===== config.mk =====
export PLATFORM = sky130hd
export DESIGN_NAME = sseg_digit_scanner_flat
export DESIGN_NICKNAME = d
export VERILOG_FILES = /design/src/rtl/sseg_pkg.sv /design/src/rtl/sseg_digit_scanner_if.sv /design/src/rtl/sseg_digit_scanner_prescaler.sv /design/src/rtl/sseg_digit_scanner.sv /design/src/flat_wrapper.sv
export SDC_FILE = /design/constraint.sdc
export NUM_CORES = 1
export LEC_CHECK = 0
export CAP_MARGIN = 20
export CORE_ASPECT_RATIO = 1.5
export CORE_MARGIN = 2
export CORE_UTILIZATION = 60
export DETAILED_ROUTE_END_ITERATION = 10
export PLACE_DENSITY = 0.84
export SYNTH_ARGS = -nofsm -noshare
export SYNTH_HDL_FRONTEND = slang
export SYNTH_HIERARCHICAL = 1
export SYNTH_SLANG_ARGS = --single-unit

===== constraint.sdc =====
create_clock -name clk -period 5.8 [get_ports clk]
set_input_delay 1.16 -clock clk [delete_from_list [all_inputs] [get_ports clk]]
set_output_delay 1.16 -clock clk [all_outputs]
set_load 0.05 [all_outputs]

===== src/rtl/sseg_pkg.sv =====
// Shared types and helpers for the seven-segment scan driver.
// Optional feature macro: LEADING_ZERO_BLANK_EN.
package sseg_pkg;

  typedef logic [3:0] nibble_t;

  localparam int MAX_DIGITS = 8;

  localparam logic [MAX_DIGITS-1:0] ANODE_OFF = '1;

  function automatic int idx_w(input int n);
    int w;
    w = 1;
    while ((1 << w) < n) w++;
    return w;
  endfunction

endpackage


===== src/rtl/sseg_digit_scanner_if.sv =====
// Scan driver bus: load side inputs and display side outputs.
// Optional feature macro: LEADING_ZERO_BLANK_EN.
interface sseg_digit_scanner_if #(
  parameter int NUM_DIGITS = 4
);
  import sseg_pkg::*;

  logic                    en;
  logic                    load;
  logic [4*NUM_DIGITS-1:0] value;
  logic [NUM_DIGITS-1:0]   dp_in;
  nibble_t                 num;
  logic [NUM_DIGITS-1:0]   anode;
  logic                    dp;
  logic                    frame_start;

  modport master (
    output en, load, value, dp_in,
    input  num, anode, dp, frame_start
  );

  modport slave (
    input  en, load, value, dp_in,
    output num, anode, dp, frame_start
  );

endinterface


===== src/rtl/sseg_digit_scanner_prescaler.sv =====
// Refresh slot timer: counts while enabled and ticks at slot end.
// Optional feature macro: LEADING_ZERO_BLANK_EN (not used here).
module sseg_refresh_prescaler #(
  parameter int REFRESH_DIV = 50000
) (
  input  logic clk,
  input  logic rst_n,
  input  logic en,
  output logic tick
);
  localparam int CW = $clog2(REFRESH_DIV);
  localparam logic [CW-1:0] LAST = CW'(REFRESH_DIV - 1);

  logic [CW-1:0] cnt;

  assign tick = en && (cnt == LAST);

  always_ff @(posedge clk or negedge rst_n) begin
    if (!rst_n) begin
      cnt <= '0;
    end else if (en) begin
      cnt <= tick ? '0 : cnt + 1'b1;
    end
  end

endmodule


===== src/rtl/sseg_digit_scanner.sv =====
// N-digit multiplexed 7-seg scan driver with frame-safe double buffer.
// Optional feature macro: LEADING_ZERO_BLANK_EN blanks leading zero digits.
module sseg_digit_scanner
  import sseg_pkg::*;
#(
  parameter int NUM_DIGITS  = 4,
  parameter int REFRESH_DIV = 50000
) (
  input logic                 clk,
  input logic                 rst_n,
  sseg_digit_scanner_if.slave bus
);
  localparam int IW = idx_w(NUM_DIGITS);
  localparam int VW = 4 * NUM_DIGITS;
  localparam logic [IW-1:0] LAST = IW'(NUM_DIGITS - 1);
  localparam logic [NUM_DIGITS-1:0] OFF =
    ANODE_OFF[NUM_DIGITS-1:0];

  logic                  tick;
  logic                  wrap;
  logic [IW-1:0]         idx;
  logic [VW-1:0]         active;
  logic [VW-1:0]         pending;
  logic [NUM_DIGITS-1:0] dp_act;
  logic [NUM_DIGITS-1:0] dp_pend;
  logic                  pend_valid;
  logic                  fs_pend;
  logic                  blank;
  nibble_t               cur_nib;
  logic                  cur_dp;
  logic [NUM_DIGITS-1:0] sel;

  sseg_refresh_prescaler #(
    .REFRESH_DIV(REFRESH_DIV)
  ) u_presc (
    .clk  (clk),
    .rst_n(rst_n),
    .en   (bus.en),
    .tick (tick)
  );

  assign wrap = tick && (idx == LAST);

  always_ff @(posedge clk or negedge rst_n) begin
    if (!rst_n) begin
      idx <= '0;
    end else if (tick) begin
      idx <= (idx == LAST) ? '0 : idx + 1'b1;
    end
  end

  // A load on the wrap tick bypasses pending so no stale frame is shown.
  always_ff @(posedge clk or negedge rst_n) begin
    if (!rst_n) begin
      active     <= '0;
      dp_act     <= '0;
      pending    <= '0;
      dp_pend    <= '0;
      pend_valid <= 1'b0;
    end else if (wrap) begin
      pend_valid <= 1'b0;
      if (bus.load) begin
        active <= bus.value;
        dp_act <= bus.dp_in;
      end else if (pend_valid) begin
        active <= pending;
        dp_act <= dp_pend;
      end
    end else if (bus.load) begin
      pending    <= bus.value;
      dp_pend    <= bus.dp_in;
      pend_valid <= 1'b1;
    end
  end

  always_comb begin
    cur_nib = '0;
    cur_dp  = 1'b0;
    sel     = OFF;
    for (int k = 0; k < NUM_DIGITS; k++) begin
      if (idx == IW'(k)) begin
        cur_nib = active[4*k +: 4];
        cur_dp  = dp_act[k];
        sel[k]  = 1'b0;
      end
    end
  end

`ifdef LEADING_ZERO_BLANK_EN
  logic [IW-1:0] msd;

  always_comb begin
    msd = '0;
    for (int k = 1; k < NUM_DIGITS; k++) begin
      if (active[4*k +: 4] != 4'h0) msd = IW'(k);
    end
  end

  assign blank = (idx > msd);
`else
  assign blank = 1'b0;
`endif

  // frame_start waits for the first enabled output update after a wrap.
  always_ff @(posedge clk or negedge rst_n) begin
    if (!rst_n) begin
      fs_pend <= 1'b0;
    end else if (wrap) begin
      fs_pend <= 1'b1;
    end else if (bus.en) begin
      fs_pend <= 1'b0;
    end
  end

  always_ff @(posedge clk or negedge rst_n) begin
    if (!rst_n) begin
      bus.anode       <= OFF;
      bus.num         <= '0;
      bus.dp          <= 1'b0;
      bus.frame_start <= 1'b0;
    end else if (bus.en) begin
      bus.anode       <= blank ? OFF : sel;
      bus.num         <= cur_nib;
      bus.dp          <= cur_dp & ~blank;
      bus.frame_start <= fs_pend;
    end else begin
      bus.anode       <= OFF;
      bus.frame_start <= 1'b0;
    end
  end

endmodule


===== src/flat_wrapper.sv =====
// flat-port wrapper written by rule: the top's interface ports become plain ports
module sseg_digit_scanner_flat import sseg_pkg::*;
#(
  parameter int NUM_DIGITS  = 4,
  parameter int REFRESH_DIV = 50000
)
  (clk, rst_n, bus_en, bus_load, bus_value, bus_dp_in, bus_num, bus_anode, bus_dp, bus_frame_start);
  sseg_digit_scanner_if #(.NUM_DIGITS(NUM_DIGITS)) bus_i ();
  input logic clk;
  input logic rst_n;
  input wire logic [$bits(bus_i.en)-1:0] bus_en;
  input wire logic [$bits(bus_i.load)-1:0] bus_load;
  input wire logic [$bits(bus_i.value)-1:0] bus_value;
  input wire logic [$bits(bus_i.dp_in)-1:0] bus_dp_in;
  output wire logic [$bits(bus_i.num)-1:0] bus_num;
  output wire logic [$bits(bus_i.anode)-1:0] bus_anode;
  output wire logic [$bits(bus_i.dp)-1:0] bus_dp;
  output wire logic [$bits(bus_i.frame_start)-1:0] bus_frame_start;
  assign bus_i.en = bus_en;
  assign bus_i.load = bus_load;
  assign bus_i.value = bus_value;
  assign bus_i.dp_in = bus_dp_in;
  assign bus_num = bus_i.num;
  assign bus_anode = bus_i.anode;
  assign bus_dp = bus_i.dp;
  assign bus_frame_start = bus_i.frame_start;
  sseg_digit_scanner #(.NUM_DIGITS(NUM_DIGITS), .REFRESH_DIV(REFRESH_DIV)) u_core (.clk(clk), .rst_n(rst_n), .bus(bus_i));
endmodule

### Word level (Yosys, flattened, before mapping)

Cells that the tools add are included.
W data, S select, Z words.

| storage, ports and cells | value |
|---|---|
| bits in latches | 0 |
| memory bits (writable) | 0 |
| bits in read-only memories | 0 |
| word-level logic and storage cells | 51 |
| input bits | 24 |
| memories kept | 0 |
| register bits after elaboration | 70 |
| output and inout port bits | 10 |

| operators by class | value |
|---|---|
| bitwise gates (word level) | 1 |
| $lt $le $gt $ge | 0 |
| add/sub/neg operators | 2 |
| div/mod/pow operators | 0 |
| mux-type cells | 24 |
| shift-type cells | 0 |
| equal/unequal tests | 4 |
| $mul | 0 |
| reduce and logical (&&, ||, !) cells | 8 |

Operators by type and width:

| cell | number |
|---|---|
| $mux W16 | 3 |
| $mux W4 | 7 |
| $add A16 B1 Y16 const B | 1 |
| $eq A16 B16 Y1 const B | 1 |
| $mux W1 | 13 |
| $reduce_bool A2 Y1 | 3 |
| $eq A2 B2 Y1 const B | 2 |
| $reduce_and A2 Y1 | 2 |
| $add A2 B1 Y2 const B | 1 |
| $eq A2 B1 Y1 const B | 1 |
| $logic_and A1 B1 Y1 | 2 |
| $logic_not A2 Y1 | 1 |
| $mux W2 | 1 |
| $not A1 Y1 | 1 |

### Longest topological paths before layout

| depth | value |
|---|---|
| word-level depth | 5 |
| gate-level depth with buffers | 7 |
| depth with buffers taken out | 6 |

### Hierarchy

Netlist, hierarchy kept.

Modules (own cells, without submodules):

| module | instances | seq. area each (um^2) | cells each | area each (um^2) |
|---|---|---|---|---|
| sseg_digit_scanner | 1 | 1,356.3 | 204 | 2,443.6 |
| sseg_refresh_prescaler | 1 | 400.4 | 72 | 779.5 |

### Worst setup path after synthesis

No wires, ideal clock.

| path | value |
|---|---|
| kind | input -> register |
| from | in bus_en |
| to | reg u_core.dp_pend[0] |
| setup time | 125 ps |
| required time | 5,675 ps |
| data arrival time | 2,620 ps |
| cell stages on the path | 6 |
| path slack | 3,055 ps |
| path buffers | 1 |
| cell sequence | nand4_2 nor4_4 nand2_1 and2_4 buf_6 mux2_4 |

| on the way | value |
|---|---|
| word-level cells in the longest chain between the ends | 4 |

Ends and longest elaborated chain:

| what | RTL line | text |
|---|---|---|
| from (decl) | flat_wrapper.sv:11 | `input wire logic [$bits(bus_i.en)-1:0] bus_en;` |
| $logic_and A1 B1 Y1 | sseg_digit_scanner_prescaler.sv:16 | `assign tick = en && (cnt == LAST);` |
| via u_core.tick | sseg_digit_scanner.sv:19 | `logic tick;` |
| $logic_and A1 B1 Y1 | sseg_digit_scanner.sv:42 | `assign wrap = tick && (idx == LAST);` |
| $not A1 Y1 (no line) | n/a |  |
| $reduce_and A2 Y1 (no line) | n/a |  |
| to (signal assigned) | sseg_digit_scanner.sv:71 | `dp_pend <= bus.dp_in;` |
| to (decl) | sseg_digit_scanner.sv:25 | `logic [NUM_DIGITS-1:0] dp_pend;` |

The timed path passes the listed nets, and every way through them passes these cells.
A chain may end at the register's enable or synchronous reset.

### Worst setup path after layout

| path | value |
|---|---|
| from | in bus_en |
| to | reg u_core.pending[9] |

| on the way | value |
|---|---|
| word-level cells in the longest chain between the ends | 4 |

Ends and longest elaborated chain:

| what | RTL line | text |
|---|---|---|
| $logic_and A1 B1 Y1 | sseg_digit_scanner_prescaler.sv:16 |  |
| via u_core.tick | sseg_digit_scanner.sv:19 |  |
| $logic_and A1 B1 Y1 | sseg_digit_scanner.sv:42 |  |
| $not A1 Y1 (no line) | n/a |  |
| $reduce_and A2 Y1 (no line) | n/a |  |
| to (signal assigned) | sseg_digit_scanner.sv:70 | `pending <= bus.value;` |
| to (decl) | sseg_digit_scanner.sv:23 | `logic [VW-1:0] pending;` |

The timed path passes the listed nets, and every way through them passes these cells.

==> flow_metrics.env <==
export IMPL_vdd_drop_max_mv=0.233
export IMPL_max_slew_margin_pct=44.3
export IMPL_antenna_found_initial=0
export IMPL_overflow=0
export IMPL_cp_required_ns=6.02
export IMPL_cts_sinks=70
export IMPL_yosys_warnings=6
export IMPL_routed_wl_mm=5.92
export IMPL_synth_most_common_cell="dfrtp_1"
export IMPL_drive_gt1_share_pct=15.2
export IMPL_viasPerCell=5.66
export IMPL_cp_end_kind="register"
export IMPL_maxClockFrequency_mhz=263
export IMPL_synth_cell_types=38
export IMPL_p_leak_nw=1.67
export IMPL_ys_seq_area_share_pct=54.5
export IMPL_coreArea_mm2=0.00516
export IMPL_status="finished clean"
export IMPL_grt_max_degree=71
export IMPL_period_share_pct=65.6
export IMPL_finalHoldViolations=0
export IMPL_post_cts_buffers=0
export IMPL_clockBufferDepth=2
export IMPL_avgRoutedWirePerCell_um=15.4
export IMPL_cts_root_buf="clkbuf_8"
export IMPL_grt_usage_pct=22.9
export IMPL_worstHoldStart="u_core/active[7]$_DFFE_PN0P_"
export IMPL_synthArstFlopShare_pct=100
export IMPL_utilization_pct=73.0
export IMPL_power_density_mw_per_mm2=284
export IMPL_die_area_mm2=0.00599
export IMPL_hold_path_class="reg -> reg"
export IMPL_grt_pass1_wl_mm=10.4
export IMPL_synth_edff_count=0
export IMPL_setup_viol=0
export IMPL_arrival_ns=4.02
export IMPL_slowest_delay_ns=0.92
export IMPL_whs_path_depth=2
export IMPL_fin_crit_ns=3.80
export IMPL_clkTransAtPathRegs_ns=0.07
export IMPL_h_tree_depth=3
export IMPL_final_net_count=339
export IMPL_drtAntennaViolNets=0
export IMPL_ys_ff_latch=70
export IMPL_slowest_stage="clkdlybuf4s50_1"
export IMPL_row_count=32
export IMPL_drt_iter0_markers=89
export IMPL_r2r_start="u_core/u_presc/cnt[5]$_DFFE_PN0P_"
export IMPL_route_vias_total=2167
export IMPL_worst_pin_slew_ns=0.835
export IMPL_synth_area_mm2=0.00322
export IMPL_grt_pass1_vias=2299
export IMPL_cts_tree="done"
export IMPL_synth_commonest_cells="dfrtp_1 (66), nand2_1 (39), o21ai_0 (26), mux2i_1 (21), mux2_4 (20)"
export IMPL_synth_area_top_cells="dfrtp_1 (51%), mux2_4 (9.3%), mux2i_1 (6.5%)"
export IMPL_fin_area_mm2=0.00377
export IMPL_setup_worst_path_start="bus_en"
export IMPL_first_pass_iters=4
export IMPL_area_growth_synth_to_final_pct=17.0
export IMPL_critical_path_class="in -> reg"
export IMPL_cap_viol_max_count=0
export IMPL_path_cells="clkdlybuf4s50_1 -> nand4_2 -> nor4_4 -> nand2_1 -> and2_4 -> mux2_4"
export IMPL_fin_worst_skew_ns=0.0119
export IMPL_r2r_cells=5
export IMPL_slew_violations=0
export IMPL_io_pin_count=34
export IMPL_yosysTopAreaCell="dfrtp_1"
export IMPL_tns_ns=0
export IMPL_start_kind="input pin"
export IMPL_worstSkewPairLatency_ns=0.34
export IMPL_post_route_drc_count=0
export IMPL_portBuffers=33
export IMPL_avgSynthCellArea_um2=11.7
export IMPL_place_congestion=0.749
export IMPL_dp_hpwl_mm=4.03
export IMPL_synthCells=276
export IMPL_crit_path_max_fanout=23
export IMPL_diodes=0
export IMPL_hold_buffers=0
export IMPL_die_y_um=93.8
export IMPL_die_x_um=63.8
export IMPL_synthFlopType="dfrtp_1"
export IMPL_dpl_cell_area_mm2=0.00358
export IMPL_ctsResizeCount=0
export IMPL_synth_top_area_share_pct=51.2
export IMPL_syn_nets=305
export IMPL_rsz0062_at_grt="no"
export IMPL_cts_buffers=9
export IMPL_initial_utilization_pct=62.4
-- cell type report --
cell class	count	area, um2
timing repair buffer	36	348
sequential	70	1760
fill	349	1390
tap	68	85.1
clock inverter	6	63.8
multi-input combinational	183	1350
inverter	10	37.5
clock buffer	10	128
-- layout by cell type (no fill, tap or decap), types with 2 or more instances in the layout --
cell	count
mux2i_1	21
nand3_1	2
clkinvlp_4	2
nand2b_1	3
buf_4	3
nand4_1	4
dfstp_2	4
xnor2_1	7
or4b_4	2
mux2_4	20
dfrtp_1	66
nand3b_1	5
nor3_1	3
nor2_1	11
clkinv_2	2
nand2_1	39
ha_1	5
clkdlybuf4s50_1	32
a221o_1	5
clkbuf_8	9
or3_1	2
a21oi_1	7
a31oi_1	5
inv_1	10
o21ai_0	26
xor2_1	3
-- metal layers --
metal / track usage, % / wire length [um]
met1: 26.2 / 2380
met2: 39.2 / 3100
met3: 3.96 / 250
met4: 14.3 / 181
met5: 0 / 0
-- sequential cells by signal (all words and copies together) (netlist names) --
name	cells
u_core/dp_pend	4
u_core/bus.anode	4
u_core/pend_valid	1
u_core/fs_pend	1
u_core/bus.dp	1
u_core/bus.frame_start	1
u_core/bus.num	4
u_core/pending	16
u_core/u_presc/cnt	16
u_core/idx	2
u_core/active	16
u_core/dp_act	4
-- where the power goes --
part	switching, mW	leakage, nW	internal [mW]
Sequential	0.0344	0.884	0.525
Clock	0.177	0.0923	0.198
Combinational	0.0643	0.697	0.0710
-- final timing paths --
kind	slack, ns	end
worst max-delay path	2.00	u_core/pending[9]$_DFFE_PN0P_
worst min-delay path	0.49	u_core/active[7]$_DFFE_PN0P_
worst max register to register	3.11	u_core/pending[9]$_DFFE_PN0P_
worst min register to register	0.49	u_core/active[7]$_DFFE_PN0P_
max in group asynchronous	4.25	u_core/dp_pend[3]$_DFFE_PN0P_
min in group asynchronous	0.99	u_core/u_presc/cnt[11]$_DFFE_PN0P_
-- critical path: cells and delay by family --
family / cells / cell delay [ns]
buf+inv: 1 / 0.92
simple gates: 4 / 1.59
mux: 1 / 0.34
-- kinds of logic (layout without fill, tap and decap cells) --
| logic type | Yosys count | in the layout | share of synthesized area, % |
|---|---|---|---|
| multiplexers | 41 | 41 | 15.8 |
| adder cells (fa/ha/maj) | 5 | 5 | 1.94 |
| flip-flops | 70 | 70 | 54.5 |
| AO/OA/AOI/OAI | 48 | 48 | 8.73 |
| buffers and inverters | 23 | 62 | 3.49 |
| XOR/XNOR | 10 | 10 | 2.72 |
| AND/OR/NAND/NOR | 79 | 79 | 12.8 |
-- through the flow --
| step | hold slack, ns | total power [mW] | worst slack [ns] | std cells |
|---|---|---|---|---|
| 2_1_floorplan | 0.450 | 0.650 | 3.05 | 276 |
| 3_3_place_gp | 0.461 | 0.697 | 1.71 | 367 |
| 3_5_place_dp | 0.470 | 0.704 | 1.66 | 367 |
| 4_1_cts | 0.490 | 1.08 | 2.03 | 383 |
| 5_1_grt | 0.509 | 1.12 | 1.80 | 383 |
| 6_report | 0.487 | 1.07 | 2.00 | 383 |
Power figures use the tool's default switching activity.
